**src/rtl/spi_bus_arbiter.sv**
```systemverilog
// Round-robin arbiter that shares one byte-level SPI engine between NUM_REQ requesters.
// It latches command/length, forwards read bytes, enforces a CS gap and aborts hung transfers.
module spi_bus_arbiter #(
    parameter int NUM_REQ = 2,
    parameter int TIMEOUT = 65535,
    parameter int MIN_GAP = 4
) (
    input  logic                    clk,
    input  logic                    reset_n,
    input  logic [NUM_REQ-1:0]      req,
    input  logic [8*NUM_REQ-1:0]    req_cmd,
    input  logic [16*NUM_REQ-1:0]   req_len,
    output logic [NUM_REQ-1:0]      gnt,
    output logic [NUM_REQ-1:0]      rd_valid,
    output logic [7:0]              rd_data,
    output logic [NUM_REQ-1:0]      req_done,
    output logic                    req_err,
    output logic                    eng_start,
    output logic [7:0]              eng_command,
    output logic [15:0]             eng_read_byte_count,
    output logic                    eng_abort,
    input  logic                    eng_done,
    input  logic                    eng_rd_valid,
    input  logic [7:0]              eng_rd_data
);

    localparam int IDX_W = (NUM_REQ > 1) ? $clog2(NUM_REQ) : 1;
    localparam int WD_W  = (TIMEOUT > 1) ? $clog2(TIMEOUT) : 1;
    localparam int GAP_W = (MIN_GAP > 1) ? $clog2(MIN_GAP) : 1;

    localparam logic [2:0] S_IDLE     = 3'd0;
    localparam logic [2:0] S_START    = 3'd1;
    localparam logic [2:0] S_BUSY     = 3'd2;
    localparam logic [2:0] S_ABORT    = 3'd3;
    localparam logic [2:0] S_COMPLETE = 3'd4;
    localparam logic [2:0] S_GAP      = 3'd5;

    logic [2:0]       state;
    logic [IDX_W-1:0] last_grant;
    logic [IDX_W-1:0] cur_idx;
    logic [IDX_W-1:0] pick;
    logic             pick_hit;
    logic [WD_W-1:0]  wd_cnt;
    logic [15:0]      byte_cnt;
    logic [15:0]      byte_cnt_next;
    logic [GAP_W-1:0] gap_cnt;
    logic             err;

    // Round-robin search: first set request after last_grant, wrapping around.
    always_comb begin
        pick     = last_grant;
        pick_hit = 1'b0;
        for (int k = 1; k <= NUM_REQ; k++) begin
            logic [IDX_W-1:0] cand;
            cand = IDX_W'((int'(last_grant) + k) % NUM_REQ);
            if (!pick_hit && req[cand]) begin
                pick     = cand;
                pick_hit = 1'b1;
            end
        end
    end

    // A byte arriving together with eng_done still counts toward the length check.
    assign byte_cnt_next = (eng_rd_valid && byte_cnt != 16'hFFFF) ? byte_cnt + 16'd1 : byte_cnt;

    always_ff @(posedge clk) begin
        if (!reset_n) begin
            state               <= S_IDLE;
            last_grant          <= IDX_W'(NUM_REQ - 1);
            cur_idx             <= '0;
            gnt                 <= '0;
            rd_valid            <= '0;
            rd_data             <= '0;
            eng_command         <= '0;
            eng_read_byte_count <= '0;
            wd_cnt              <= '0;
            byte_cnt            <= '0;
            gap_cnt             <= '0;
            err                 <= 1'b0;
        end else begin
            rd_valid <= '0;
            case (state)
                S_IDLE: begin
                    if (pick_hit) begin
                        gnt                 <= NUM_REQ'(1) << pick;
                        cur_idx             <= pick;
                        eng_command         <= req_cmd[{pick, 3'b000} +: 8];
                        eng_read_byte_count <= req_len[{pick, 4'b0000} +: 16];
                        byte_cnt            <= '0;
                        wd_cnt              <= '0;
                        err                 <= 1'b0;
                        state               <= S_START;
                    end
                end
                S_START: begin
                    state <= S_BUSY;
                end
                S_BUSY: begin
                    wd_cnt   <= wd_cnt + WD_W'(1);
                    byte_cnt <= byte_cnt_next;
                    if (eng_rd_valid) begin
                        rd_valid <= gnt;
                        rd_data  <= eng_rd_data;
                    end
                    // Completion takes priority over a timeout landing in the same cycle.
                    if (eng_done) begin
                        err   <= (byte_cnt_next != eng_read_byte_count);
                        state <= S_COMPLETE;
                    end else if (wd_cnt == WD_W'(TIMEOUT - 1)) begin
                        state <= S_ABORT;
                    end
                end
                S_ABORT: begin
                    err   <= 1'b1;
                    state <= S_COMPLETE;
                end
                S_COMPLETE: begin
                    last_grant <= cur_idx;
                    gnt        <= '0;
                    gap_cnt    <= '0;
                    state      <= (MIN_GAP == 0) ? S_IDLE : S_GAP;
                end
                S_GAP: begin
                    if (gap_cnt == GAP_W'(MIN_GAP - 1)) begin
                        state <= S_IDLE;
                    end else begin
                        gap_cnt <= gap_cnt + GAP_W'(1);
                    end
                end
                default: begin
                    state <= S_IDLE;
                end
            endcase
        end
    end

    assign eng_start = (state == S_START);
    assign eng_abort = (state == S_ABORT);
    assign req_done  = (state == S_COMPLETE) ? gnt : '0;
    assign req_err   = (state == S_COMPLETE) && err;

endmodule

```
**config.mk**
```make
export PLATFORM = sky130hd
export DESIGN_NAME = spi_bus_arbiter
export DESIGN_NICKNAME = d
export VERILOG_FILES = /design/src/rtl/spi_bus_arbiter.sv
export SDC_FILE = /design/constraint.sdc
export NUM_CORES = 1
export LEC_CHECK = 0
export CORE_MARGIN = 2
export CORE_UTILIZATION = 55
export CTS_BUF_LIST = sky130_fd_sc_hd__clkbuf_8
export CTS_CLUSTER_SIZE = 25
export DETAILED_ROUTE_END_ITERATION = 8
export PLACE_DENSITY = 0.95
export SYNTH_ARGS = -nofsm -noshare
export SYNTH_HDL_FRONTEND = slang
export SYNTH_SLANG_ARGS = --single-unit
```
**constraint.sdc**
```tcl
create_clock -name clk -period 2.96 [get_ports clk]
set_input_delay 0.592 -clock clk [delete_from_list [all_inputs] [get_ports clk]]
set_output_delay 0.592 -clock clk [all_outputs]
set_load 0.01 [all_outputs]
```
After elaboration in Yosys (flattened, before gate mapping)
Cells that the tools add are included.

Shift-type cells: 3. Eq/ne operators: 14. Reduce and logical (&&, ||, !) cells: 17. Add/sub/neg operators: 5. Magnitude comparators: 2. Multiplexer cells: 25.

Operators with widths (count): 16-bit one-hot mux with 2 select lines (2); 16-bit by 1-bit adder with 16-bit output (second input constant) (2); 16-bit 2-to-1 mux (2); 32-bit by 6-bit indexed part select with 16-bit output (1); 3-bit one-hot mux with 6 select lines (1); 16-bit equality test (second input constant) (1); 16-bit inequality test (1); 16-bit inequality test (second input constant) (1); 16-bit by 5-bit indexed part select with 8-bit output (1); 3-bit 2-to-1 mux (4); 1-bit 2-to-1 mux (10); 2-bit AND reduction (5); 3-bit AND reduction (3); 2-bit inequality test (second input constant) (4); 2-bit one-hot mux with 2 select lines (2); 3-bit by 2-bit equality test with 1-bit output (second input constant) (2); 3-bit equality test (second input constant) (2); 2-bit 2-to-1 mux (3); 2-bit nonzero test (3); 1-bit by 2-bit < comparator with 1-bit output (second input constant) (2); 3-bit by 1-bit equality test with 1-bit output (second input constant) (1); 1-bit logical AND (3); 3-bit zero test (1); 3-bit inequality test (second input constant) (1); other kinds (7) (8).

Output and inout port bits: 41. Bits in registers: 76. Input bits: 62.

Logic depth before layout (Yosys ltp)
Depth after elaboration: 10. Depth in mapped cells: 8.

Worst setup path after synthesis
Ideal clock, no wire load.

Path type: input port to flip-flop. Start: input eng_rd_valid. End: register err. Cell stages on the path: 7. Path buffers: 1. Path slack: 0.938 ns. Arrival: 1.884 ns. Library setup time: 0.138 ns. Cell sequence: buf_2 -> nand2_1 -> or4_4 -> o211ai_2 -> nand3_1 -> nor4_1 -> a31oi_1.

Word-level cells in the longest chain between the ends: 5.

RTL lines: start, declared (RTL line 23) `input logic eng_rd_valid,`; 1-bit logical AND (RTL line 64) `assign byte_cnt_next = (eng_rd_valid && byte_cnt != 16'hFFFF) ? byte_cnt + 16'd1 : byte_cnt;`; 16-bit 2-to-1 mux (RTL line 64); 16-bit inequality test (RTL line 107) `err <= (byte_cnt_next != eng_read_byte_count);`; 1-bit 2-to-1 mux (RTL line 106) `if (eng_done) begin`; 1-bit one-hot mux with 3 select lines (RTL line 82) `case (state)`; end signal, assigned (RTL line 107); end, declared (RTL line 47) `logic err;`.

No other way between the ends. The select of a mux whose other input is x is not followed. A chain may end at the register's enable or synchronous reset.

Worst setup path in the final report
Start: register state[2]. End: output req_err.

Word-level cells in the longest chain between the ends: 2.

RTL lines: start, declared (RTL line 38) `logic [2:0] state;`; start signal, assigned (RTL line 121) `state <= (MIN_GAP == 0) ? S_IDLE : S_GAP;`; 3-bit equality test (RTL line 140) `assign req_err = (state == S_COMPLETE) && err;`; 1-bit logical AND (RTL line 140); end, declared (RTL line 17) `output logic req_err,`.

No other way between the ends.

==> metrics.log <==
INFO  metric drv_slew = 0
INFO  metric critical_path.cell_chain = nand2_1 > nor2_1 > and2_1 > clkdlybuf4s50_1
INFO  metric globalplace.congestion = 0.984
INFO  metric critical_path.slowest_cell = sky130_fd_sc_hd__dfxtp_1
INFO  metric global_route_usage_over_all_layers = 28.5%
INFO  metric tns = 0 ns
INFO  metric largest_net_degree_at_the_start_of_global_routing = 53
INFO  metric ios = 103
INFO  metric rsz0062_at_grt = no
INFO  metric detailedRoute.firstPassIterationCount = 5
INFO  metric routed_wire_length_per_instance = 17.2 um
INFO  metric design_area = 0.00553 sq mm
INFO  metric worst-endpoint-arrival = 2.18 ns
INFO  metric status = finished, final reports clean
INFO  metric synth.cell_area = 0.00421 sq mm
INFO  metric placeableCoreArea = 0.00733 sq mm
INFO  metric number_of_global_route_vias_before_repair = 4059
INFO  metric cts_inserted_buffers = 9
INFO  metric cts_hold_repair.buffers = 0
INFO  metric via_count = 4178
INFO  metric cp-end-kind = output port
INFO  metric floorplan.die.width = 91.5 um
INFO  metric critPathLaunchType = flip-flop
INFO  metric clock.fmax = 0.361 GHz
INFO  metric max_capacitance_violation_count = 0
INFO  metric ys_top_cells_by_count = sky130_fd_sc_hd__dfxtp_1 (76), sky130_fd_sc_hd__nand2_1 (61), sky130_fd_sc_hd__nor2_1 (43), sky130_fd_sc_hd__a21oi_1 (28), sky130_fd_sc_hd__mux2i_1 (27)
INFO  metric place_area = 0.00531 sq mm
INFO  metric grt_first_pass_wirelength = 19400 um
INFO  metric hold_crit_path_type = reg2reg
INFO  metric final_cycle_utilization_of_the_critical_path = 93.6%
INFO  metric synth-main-ff-cell = sky130_fd_sc_hd__dfxtp_1
INFO  metric total_leakage_power = 2.17 nW
INFO  metric finish.utilization = 75.5%
INFO  metric yosys.cell_types.count = 68
INFO  metric critPathTopFamily = flip-flops
INFO  metric worst_skew_pair.late_latency = 0.35 ns
INFO  metric cells_after_synth = 496
INFO  metric remaining_drc_errors = 0
INFO  metric floorplan.initialDensity = 57.4%
INFO  metric synth-seq-area-share = 36.2%
INFO  metric grt-ovfl-total = 0
INFO  metric cp_slowest_stage_delay = 0.65 ns
INFO  metric synth-seq-cells = 76
INFO  metric ys.warnings.count = 0
INFO  metric dp_hpwl = 8640 um
INFO  metric synthArstFlopShare = 0%
INFO  metric number_of_synthesized_flops_with_an_enable_pin = 0
INFO  metric yosys.cell_count.top_type = sky130_fd_sc_hd__dfxtp_1
INFO  metric cts_num_sinks = 76
INFO  metric max_slew.worst_pin.slew = 0.682 ns
INFO  metric report.final.hold_viol_count = 0
INFO  metric drt_iter0_markers = 335
INFO  metric core.rowCount = 31
INFO  metric tritoncts = done
INFO  metric areaGrowthSynthToFinish = 31.6%
INFO  metric cts-root-buf = sky130_fd_sc_hd__clkbuf_8
INFO  metric final_net_count = 652
INFO  metric critical_path_required = 2.37 ns
INFO  metric ir_worst_vdd = 0.351 mV
INFO  metric timing.slew.headroom = 54.5%
INFO  metric finalHoldWorstSlack = 0.453 ns
INFO  metric antenna_violations_before_repair = 0
INFO  metric postSynthAreaPerCell = 8.48 sq um
INFO  metric timing_worst_setup_path_type = reg2out
INFO  metric vertical_extent_of_the_die = 91.5 um
INFO  metric power_density = 532 mW/mm^2
INFO  metric cts.clk_slew.worst_paths = 0.10 ns
INFO  metric route.detailed.vias_per_inst = 6.06
INFO  metric yosys.area.top_type = sky130_fd_sc_hd__dfxtp_1
INFO  metric post_cts.repair.setup_buffers = 0
INFO  metric biggest_fanout_along_the_worst_timing_path = 12
INFO  metric ys_top_cells_by_area = sky130_fd_sc_hd__dfxtp_1 (36%), sky130_fd_sc_hd__mux2i_1 (6.4%), sky130_fd_sc_hd__nand2_1 (5.4%), sky130_fd_sc_hd__nor2_1 (3.8%), sky130_fd_sc_hd__o211a_1 (3.8%)
INFO  metric cp_num_buf_inv = 1
INFO  metric synth_fp_nets = 562
INFO  metric die_area = 0.00836 sq mm
INFO  metric finClkSkew = 0.0135 ns
INFO  metric routed_wirelength = 11900 um
INFO  metric antenna_cells_inserted = 0
INFO  metric placement.io_buffers = 102
INFO  metric postRouteAntennaNets = 0
INFO  metric post-synth-top-area-fraction = 36.2%
INFO  metric cts-htree-levels = 3
INFO  metric filler_cell_count = 505
INFO  metric layout-drive-gt1-share = 7.95%
INFO  metric finalSetupViolCount = 0
INFO  metric clockBufferDepth = 2
INFO  metric timing.final.crit_period = 2.77 ns
INFO  metric post_cts_resized = 0
[sequential cells by signal (all words and copies together) (netlist names), 2 cells and up]
register             count
rd_valid                 2
eng_read_byte_count     16
gap_cnt                  2
state                    3
byte_cnt                16
rd_data                  8
gnt                      2
eng_command              8
wd_cnt                  16
[final cells by class]
class | count | area (sq um) | share of cell area, %
clock buffer | 9 | 124 | 2.24
clock inverter | 7 | 104 | 1.88
inverter | 8 | 30.0 | 0.543
multi-input combinational | 378 | 2530 | 45.7
sequential | 76 | 1520 | 27.5
tap | 99 | 124 | 2.24
timing repair buffer | 113 | 1100 | 19.9
[metrics by stage]
step	std cells	setup WS (ns)	power (mW)
2_1_floorplan	496	0.938	1.65
3_3_place_gp	674	0.213	2.02
3_5_place_dp	674	0.177	2.04
4_1_cts	690	0.187	2.94
5_1_grt	690	0.0560	3.07
6_report	690	0.191	2.94
[cell families (layout without fill, tap and decap cells)]
kind of cell	after synthesis	in the layout	share of synthesized area, %
AND/OR/NAND/NOR	206	206	26.6
AO/OA/AOI/OAI	111	111	18.9
flip-flops	76	76	36.2
buffers and inverters	42	137	4.16
multiplexers	31	31	7.55
XOR/XNOR	26	26	5.41
adder cells (fa/ha/maj)	4	4	1.19
[layer usage]
metal  vias up  global-route usage, %  share of wire, %
li1       1993                      -                 -
met2       193                   49.8                49
met1      1961                   34.4                41
met4         0                   9.34               2.1
met5         -                      0                 0
met3        31                   6.56               7.8
[cells in the final DEF, fill, tap and decap left out, drive strengths merged, types with 11 or more instances in the layout]
master / instances
xor2: 12
nor2: 43
dfxtp: 76
nor3: 19
a21oi: 28
o211a: 16
nand3: 13
o21ai: 16
mux2i: 28
nand2: 62
clkdlybuf4s50: 102
and3: 13
inv: 12
buf: 11
xnor2: 14
[power by group]
group / total [mW] / internal, mW / switching [mW] / leakage, nW
combinational: 0.806 / 0.404 / 0.402 / 1.43
sequential: 1.23 / 1.11 / 0.113 / 0.620
clock: 0.913 / 0.489 / 0.424 / 0.115
[worst paths after layout]
kind         slack, ns         to         from  depth (start not counted)
max               0.19    req_err     state[2]                          4
min               0.45  wd_cnt[5]    wd_cnt[5]                          1
max reg2reg       0.50        err  byte_cnt[0]                          7
min reg2reg       0.45  wd_cnt[5]    wd_cnt[5]                          1
(Power assumes the default switching activity.)
